[config.mk]
export PLATFORM = sky130hd
export DESIGN_NAME = fifo_wr_arbiter
export DESIGN_NICKNAME = d
export VERILOG_FILES = /design/src/rtl/fifo_arb_pkg.sv /design/src/rtl/rr_pick.sv /design/src/rtl/fifo_wr_arbiter.sv
export SDC_FILE = /design/constraint.sdc
export NUM_CORES = 1
export LEC_CHECK = 0
export BUFFER_PORTS_ARGS = -buffer_cell sky130_fd_sc_hd__buf_2
export CORE_AREA = 5 5 52 64
export DETAILED_ROUTE_END_ITERATION = 12
export DIE_AREA = 0 0 57 69
export GPL_TIMING_DRIVEN = 0
export MAX_ROUTING_LAYER = met4
export PLACE_DENSITY = 0.56
export SYNTH_ARGS = -nofsm -noshare
export SYNTH_HDL_FRONTEND = slang
export SYNTH_HIERARCHICAL = 1
export SYNTH_SLANG_ARGS = --single-unit
[constraint.sdc]
create_clock -name clk -period 1.65 [get_ports clk]
set_input_delay 0.33 -clock clk [delete_from_list [all_inputs] [get_ports clk]]
set_output_delay 0.33 -clock clk [all_outputs]
set_load 0.05 [all_outputs]
[src/rtl/fifo_arb_pkg.sv]
// +----------------------------------------------------------------------+
// | fifo_arb_pkg : shared types and constants for fifo_wr_arbiter        |
// | Revision     : 1.0                                                   |
// +----------------------------------------------------------------------+
`default_nettype none

package fifo_arb_pkg;

  localparam int GNT_W = 3;

  typedef enum logic [0:0] {
    IDLE  = 1'b0,
    GRANT = 1'b1
  } arb_state_e;

endpackage

`default_nettype wire

[src/rtl/rr_pick.sv]
// +----------------------------------------------------------------------+
// | rr_pick  : combinational round-robin search starting above last_winner|
// | Revision : 1.0                                                       |
// +----------------------------------------------------------------------+
`default_nettype none

module rr_pick
  import fifo_arb_pkg::*;
#(
  parameter int NREQ  = 4,
  parameter int IDX_W = 2
) (
  input  logic [NREQ-1:0]  req_i,
  input  logic [IDX_W-1:0] last_winner_i,
  output logic             valid_o,
  output logic [IDX_W-1:0] index_o
);

  // Walk the candidates from furthest to nearest so the nearest one wins.
  always_comb begin
    int               cand;
    logic [IDX_W-1:0] cidx;
    cand    = 0;
    cidx    = '0;
    valid_o = |req_i;
    index_o = '0;
    for (int k = NREQ; k >= 1; k--) begin
      cand = (int'(last_winner_i) + k) % NREQ;
      cidx = IDX_W'(cand);
      if (req_i[cidx]) begin
        index_o = cidx;
      end
    end
  end

endmodule

`default_nettype wire

[src/rtl/fifo_wr_arbiter.sv]
// +----------------------------------------------------------------------+
// | fifo_wr_arbiter : round-robin burst arbiter for a FIFO write port.   |
// | Optional FIFO_WR_ARB_STALL_CNT_EN adds an 8-bit saturating stall_cnt.|
// | Revision        : 1.0                                                |
// +----------------------------------------------------------------------+
`default_nettype none

module fifo_wr_arbiter
  import fifo_arb_pkg::*;
#(
  parameter int NREQ      = 4,
  parameter int WIDTH     = 3,
  parameter int MAX_BURST = 4
) (
  input  logic                  clk,
  input  logic                  rst_n,
  input  logic [NREQ-1:0]       req,
  input  logic [NREQ*WIDTH-1:0] data,
  output logic [NREQ-1:0]       ack,
  input  logic                  fifo_full,
  output logic                  fifo_we,
  output logic [WIDTH-1:0]      fifo_wdata,
  output logic [GNT_W-1:0]      gnt_id,
  output logic                  busy
`ifdef FIFO_WR_ARB_STALL_CNT_EN
  ,
  output logic [7:0]            stall_cnt
`endif
);

  localparam int         IDX_W     = $clog2(NREQ);
  localparam logic [3:0] BEAT_LAST = 4'(MAX_BURST - 1);

  arb_state_e        state_q;
  logic [IDX_W-1:0]  gnt_q;
  logic [IDX_W-1:0]  last_q;
  logic [3:0]        beat_q;
  logic [3:0]        beat_d;
  logic              busy_q;
  logic              pick_valid;
  logic [IDX_W-1:0]  pick_idx;
  logic              hold_req;
  logic [WIDTH-1:0]  slice [NREQ];

  rr_pick #(
    .NREQ  (NREQ),
    .IDX_W (IDX_W)
  ) u_rr_pick (
    .req_i         (req),
    .last_winner_i (last_q),
    .valid_o       (pick_valid),
    .index_o       (pick_idx)
  );

  for (genvar i = 0; i < NREQ; i++) begin : g_slice
    assign slice[i] = data[i*WIDTH +: WIDTH];
  end

  assign hold_req   = req[gnt_q];
  assign fifo_we    = busy_q & hold_req & ~fifo_full;
  assign fifo_wdata = slice[gnt_q];
  assign beat_d     = beat_q + 4'd1;
  assign busy       = busy_q;
  assign gnt_id     = GNT_W'(gnt_q);

  always_comb begin
    ack = '0;
    if (fifo_we) begin
      ack[gnt_q] = 1'b1;
    end
  end

  // A stalled grant (fifo_full) neither counts a beat nor times out.
  always_ff @(posedge clk or negedge rst_n) begin
    if (!rst_n) begin
      state_q <= IDLE;
      busy_q  <= 1'b0;
      gnt_q   <= '0;
      last_q  <= IDX_W'(NREQ - 1);
      beat_q  <= '0;
    end else begin
      case (state_q)
        IDLE: begin
          if (pick_valid) begin
            state_q <= GRANT;
            busy_q  <= 1'b1;
            gnt_q   <= pick_idx;
            last_q  <= pick_idx;
            beat_q  <= '0;
          end
        end
        GRANT: begin
          if (fifo_we) begin
            beat_q <= beat_d;
          end
          if (!hold_req || (fifo_we && (beat_q == BEAT_LAST))) begin
            state_q <= IDLE;
            busy_q  <= 1'b0;
          end
        end
        default: begin
          state_q <= IDLE;
          busy_q  <= 1'b0;
        end
      endcase
    end
  end

`ifdef FIFO_WR_ARB_STALL_CNT_EN
  logic [7:0] stall_q;

  always_ff @(posedge clk or negedge rst_n) begin
    if (!rst_n) begin
      stall_q <= '0;
    end else if (busy_q && hold_req && fifo_full && (stall_q != 8'hFF)) begin
      stall_q <= stall_q + 8'd1;
    end
  end

  assign stall_cnt = stall_q;
`endif

endmodule

`default_nettype wire

### Yosys cells after proc, flatten, opt, wreduce, memory -nomap -nowiden

Index checks and enable logic that the tools add are counted.

* output and inout bits: 12
* word-level logic and storage cells: 63
* flip-flop bits (word level): 10
* memory bits (writable): 0
* memory bits (read-only): 0
* memories kept: 0
* bits in latches: 0

* bitwise gates (word level): 5
* order comparisons: 7
* reduce and logical (&&, ||, !) cells: 8
* shift operators: 0
* equality and inequality tests: 4
* multiply operators: 0
* muxes and demuxes: 29
* div/mod/pow operators: 0
* add/sub/neg operators: 5

Operators with widths (count)
* 2-bit by 3-bit < comparator with 1-bit output (second input constant): 5
* 4-bit two-way mux: 3
* 1-bit binary-select mux with 2-bit select: 5
* 1-bit two-way mux: 10
* 2-bit two-way mux: 4
* 4-bit case mux with 2 select lines: 1
* 3-bit binary-select mux with 2-bit select: 1
* 3-bit two-way mux: 2
* 2-bit AND reduction: 3
* 2-bit by 1-bit adder with 2-bit output (second input constant): 2
* 2-bit adder (second input constant): 2
* 4-bit by 1-bit adder with 4-bit output (second input constant): 1
* 4-bit by 2-bit == test with 1-bit output (second input constant): 1
* 2-bit inequality test (second input constant): 2
* 1-bit case mux with 2 select lines: 2
* 4-bit OR reduction: 1
* 3-bit greater-or-equal comparator (second input constant): 1
* 2-bit NOT with 3-bit output: 1
* 1-bit bitwise AND: 2
* 1-bit demux with 2-bit select: 1
* 2-bit by 1-bit greater-or-equal comparator with 1-bit output (second input constant): 1
* 1-bit logical AND: 2
* 2-bit by 1-bit inequality test with 1-bit output (second input constant): 1
* 1-bit NOT: 2
* 2 further kinds: 2

### Depth between registers and ports, before layout

* word-level depth: 8
* depth in mapped cells: 5

### Hierarchy

The synthesis kept the hierarchy.

By module, submodules not included
* fifo_wr_arbiter: instances 1, area an instance 668.1 um^2, cells an instance 66, sequential area each 252.7 um^2
* rr_pick: instances 1, area an instance 91.3 um^2, cells an instance 14, sequential area each 0.0 um^2

### Worst setup path after synthesis

Ideal clock, no wire load.

* path type: reg2out
* from: reg gnt_q[0]
* to: out ack[2]
* cell stages (with the launch flop): 4
* data arrival time: 2.355 ns
* slack: -1.035 ns
* cell sequence: dfrtp_1 > buf_6 > or3b_4 > nor3b_1

* cells in the longest elaborated chain, start to end: 5

RTL lines
* start, declared: line fifo_wr_arbiter.sv:35 `logic [IDX_W-1:0] gnt_q;`
* start signal, assigned: line fifo_wr_arbiter.sv:87 `gnt_q <= pick_idx;`
* 2-bit by 3-bit < comparator with 1-bit output (not written as such) (tied with other cells): line fifo_wr_arbiter.sv:69 `ack[gnt_q] = 1'b1;`
* 1-bit logical AND (not written as such) / 1-bit two-way mux (equally long branches): line fifo_wr_arbiter.sv:69, fifo_wr_arbiter.sv:59
* 1-bit two-way mux (not written as such) / 1-bit bitwise AND (equally long branches): line fifo_wr_arbiter.sv:69, fifo_wr_arbiter.sv:60
* 1-bit demux with 2-bit select / 1-bit bitwise AND (equally long branches): line fifo_wr_arbiter.sv:69, fifo_wr_arbiter.sv:60
* 4-bit two-way mux *: line fifo_wr_arbiter.sv:68 `if (fifo_we) begin`
* end, declared: line fifo_wr_arbiter.sv:19 `output logic [NREQ-1:0] ack,`

Mark *: on every way between the ends. The rest lies on a longest branch, timed or not. The select of a mux whose other input is x is not followed.

### Final worst setup path

* from: reg gnt_q[0]
* to: out fifo_we

* cells in the longest elaborated chain, start to end: 4

RTL lines
* 1-bit binary-select mux with 2-bit select: line fifo_wr_arbiter.sv:59 `assign hold_req = req[gnt_q];`
* 1-bit two-way mux (not written as such): line fifo_wr_arbiter.sv:59
* 1-bit bitwise AND (2 in series): line fifo_wr_arbiter.sv:60 `assign fifo_we = busy_q & hold_req & ~fifo_full;`
* end, declared: line fifo_wr_arbiter.sv:21 `output logic fifo_we,`

No other way between the ends. The select of a mux whose other input is x is not followed.

==> key figures <==
Status
  – Status: complete, but fails checks
  – Failing checks: setup timing

Run
  – Max-capacitance violation count: 0

Place
  – Pre-CTS WS: -0.257 ns
  – Dpl cell area: 1000 sq um
  – GP Congestion: 0.766
  – PortBufs: 29
  – Post-DP HPWL: 1510 microns

Finish
  – Fin nets: 144
  – Final Util: 0.442
  – Area of the multi-input gates: 514 sq um
  – Fill cells: 283
  – Fin area: 1180 sq um
  – Area Overhead vs Synth: 55.8%
  – Register area: 256 sq um
  – Ant. Diodes: 0
  – Layout cell share with drive strength beyond 1: 0.512

Detailed routing
  – Via count: 775
  – DR DRC count: 0
  – DR vias/cell: 4.94
  – Detailed Route WL: 1960 microns
  – DRT Pass-1 Iters: 4
  – Post-route ant nets: 0
  – Avg WL per Cell: 12.5 microns
  – Initial drt markers: 27

CTS
  – Clk root buf: clkbuf_4
  – CTS tree: done
  – Max Buffers Root-to-Sink: 2
  – Clock transition at path regs: 0.07 ns
  – H-tree Lvls: 1
  – Cts bufs inserted: 3
  – # clock sinks: 10
  – Worst skew pair latency: 0.26 ns

Synth
  – Ys flop type: dfrtp_1
  – Synth warn: 6
  – Synthesized cell area: 759 sq um
  – Syn Inst Count: 80
  – Post-synth cell types: 34
  – Area contributors post-synth: dfrtp_1 (26%), mux4_1 (10%), mux2i_1 (7.9%)
  – Seq/Total Area, Yosys: 0.333
  – Seq cells post-synth: 10
  – Cell taking the most area after synthesis: dfrtp_1
  – Post-synth top area share: 0.264
  – Async SR Flop Fraction: 1.00
  – Syn nets: 100
  – Avg Synthesized Cell Area: 9.49 sq um
  – Post-synth EDFFs: 0

Worst setup path
  – CP max stage cell: dfrtp_2
  – Worst Setup Start Kind: flop
  – CP cell instances: or3b_4 > o22ai_4 > buf_6
  – CP Data Required Time: 1.32 ns
  – Crit path capture type: output pin
  – Arrival time at the worst endpoint: 1.53 ns
  – Crit path max-delay family: flip-flops
  – Crit path max fanout: 4
  – Buf/Inv on CP: 1
  – CP Class: reg2out
  – Max stage delay on crit path: 0.44 ns

Timing
  – Fin. Hold Viols: 0
  – WHS: 0.454 ns
  – Minimum clock period: 1.86 ns
  – Final setup viols: 11
  – Fmax: 537 MHz
  – RSZ-0062 raised after global routing: yes
  – Setup ws final: -0.211 ns
  – Slew Limit Fails: 0
  – Tcrit/Tclk final: 1.13
  – Worst Skew: 0.00236 ns

GRT
  – First-pass GRT wire length: 3220 microns
  – Gr ovfl total: 0
  – Antenna violations before repair: 0
  – Vias in the first global route: 742
  – Largest net degree at the start of global routing: 11
  – Total GRT Usage: 0.102

Floorplanning
  – Die area: 3930 sq um
  – I/O pin count: 31
  – Rows: 21
  – Die W: 57 microns
  – Die Y: 69 microns
  – Core area: 2680 sq um
  – Initial core utilization: 0.283

Pwr
  – VDD IR-drop max: 829 uV
  – Pleak: 0.528 nW
  – Power Dens Cells: 1900 nW/um^2
  – Total power: 2.25 mW

Min path
  – Hold/Removal Path Class: in2async
cell usage after synthesis (all sizes together) (2+ instances only):
master and number:
nor2b 2, mux4 3, o22ai 2, nand2 16, inv 3, nand2b 4
dfrtp 8, nor2 4, o21ai 2, buf 3, nor3b 3, a21oi 4
nor3 2, a31oi 2, mux2i 6, dfstp 2
stage by stage:
stage	TNS [ns]	instances
3_3_place_gp	-0.475	143
6_report	-1.39	157
4_1_cts	-1.45	153
3_5_place_dp	-0.619	143
2_1_floorplan	-3.06	80
5_1_grt	-2.15	157
layout by cell type (no fill, tap or decap), types with 2 or more instances in the layout:
cell type	synthesis	final
inv_1	3	3
mux4_2	0	3
mux2i_1	6	4
clkbuf_4	0	3
nor2b_1	2	2
dfstp_2	2	2
a31oi_1	2	2
a21oi_1	3	3
buf_4	1	8
dfrtp_1	8	5
nand2b_1	4	4
nor2_1	4	4
dfrtp_2	0	3
mux2i_4	0	2
nand2_1	16	16
buf_2	1	21
buf_6	1	11
report_power, final:
part           switching (mW)  total [mW]  internal (mW)
sequential              0.132       0.520          0.388
combinational           0.827        1.51          0.687
clock                  0.0866       0.221          0.134
repair_timing:
action / in CTS / in global routing
hold endpoints to repair: 8 / 0
gates resized for setup: 24 / 3
setup endpoints to repair: 11 / 11
pin swaps: 4 / 3
hold buffers: 1 / 0
buffers inserted: 6 / 4
worst reg2reg max path, cell delays in order (launching register included):
cell and delay (ns):
dfrtp_2 0.44, or3b_4 0.43, o22ai_4 0.21, buf_4 0.15, buf_6 0.11, mux2i_1 0.07, a211o_1 0.22
cell type report:
cell class,instances,area share
plain buffers,3,0.0264
clock buffers,4,0.0307
repair buffers,40,0.246
well taps,34,0.0359
flip-flops and latches,10,0.217
multi-input cells,63,0.434
inverters,3,0.00951
worst paths after layout:
kind	cells after the start	slack [ns]	from	end
worst max register to register	6	-0.08	gnt_q[0]	beat_q[3]
max in group asynchronous	2	0.94	rst_n	last_q[0]
worst min-delay path	2	0.45	rst_n	beat_q[3]
worst max-delay path	3	-0.21	gnt_q[0]	fifo_we
min in group clk	4	0.46	req[0]	last_q[0]
worst min register to register	2	0.50	last_q[0]	last_q[0]
cells by family after synthesis:
kind of cell | Yosys count | synth area share
AOI/OAI and AO/OA | 14 | 0.148
xor gates and xnor gates | 1 | 0.0115
adders and majority gates | 1 | 0.0165
muxes | 9 | 0.183
buffers and inverters | 7 | 0.0511
DFF | 10 | 0.333
and+or+nand+nor | 37 | 0.252
other | 1 | 0.00494
state kept, by name, indices dropped and copies added, names as in the netlist:
name,count
gnt_q,2
state_q,1
busy,1
last_q,2
beat_q,4
layer usage:
metal	global-route usage	vias up	wire [microns]
met3	0.0224	2	147
met4	0.0387	0	10
met2	0.173	27	1000
li1	-	377	-
met5	-	-	0
met1	0.115	369	794
Power figures use the tool's default switching activity.
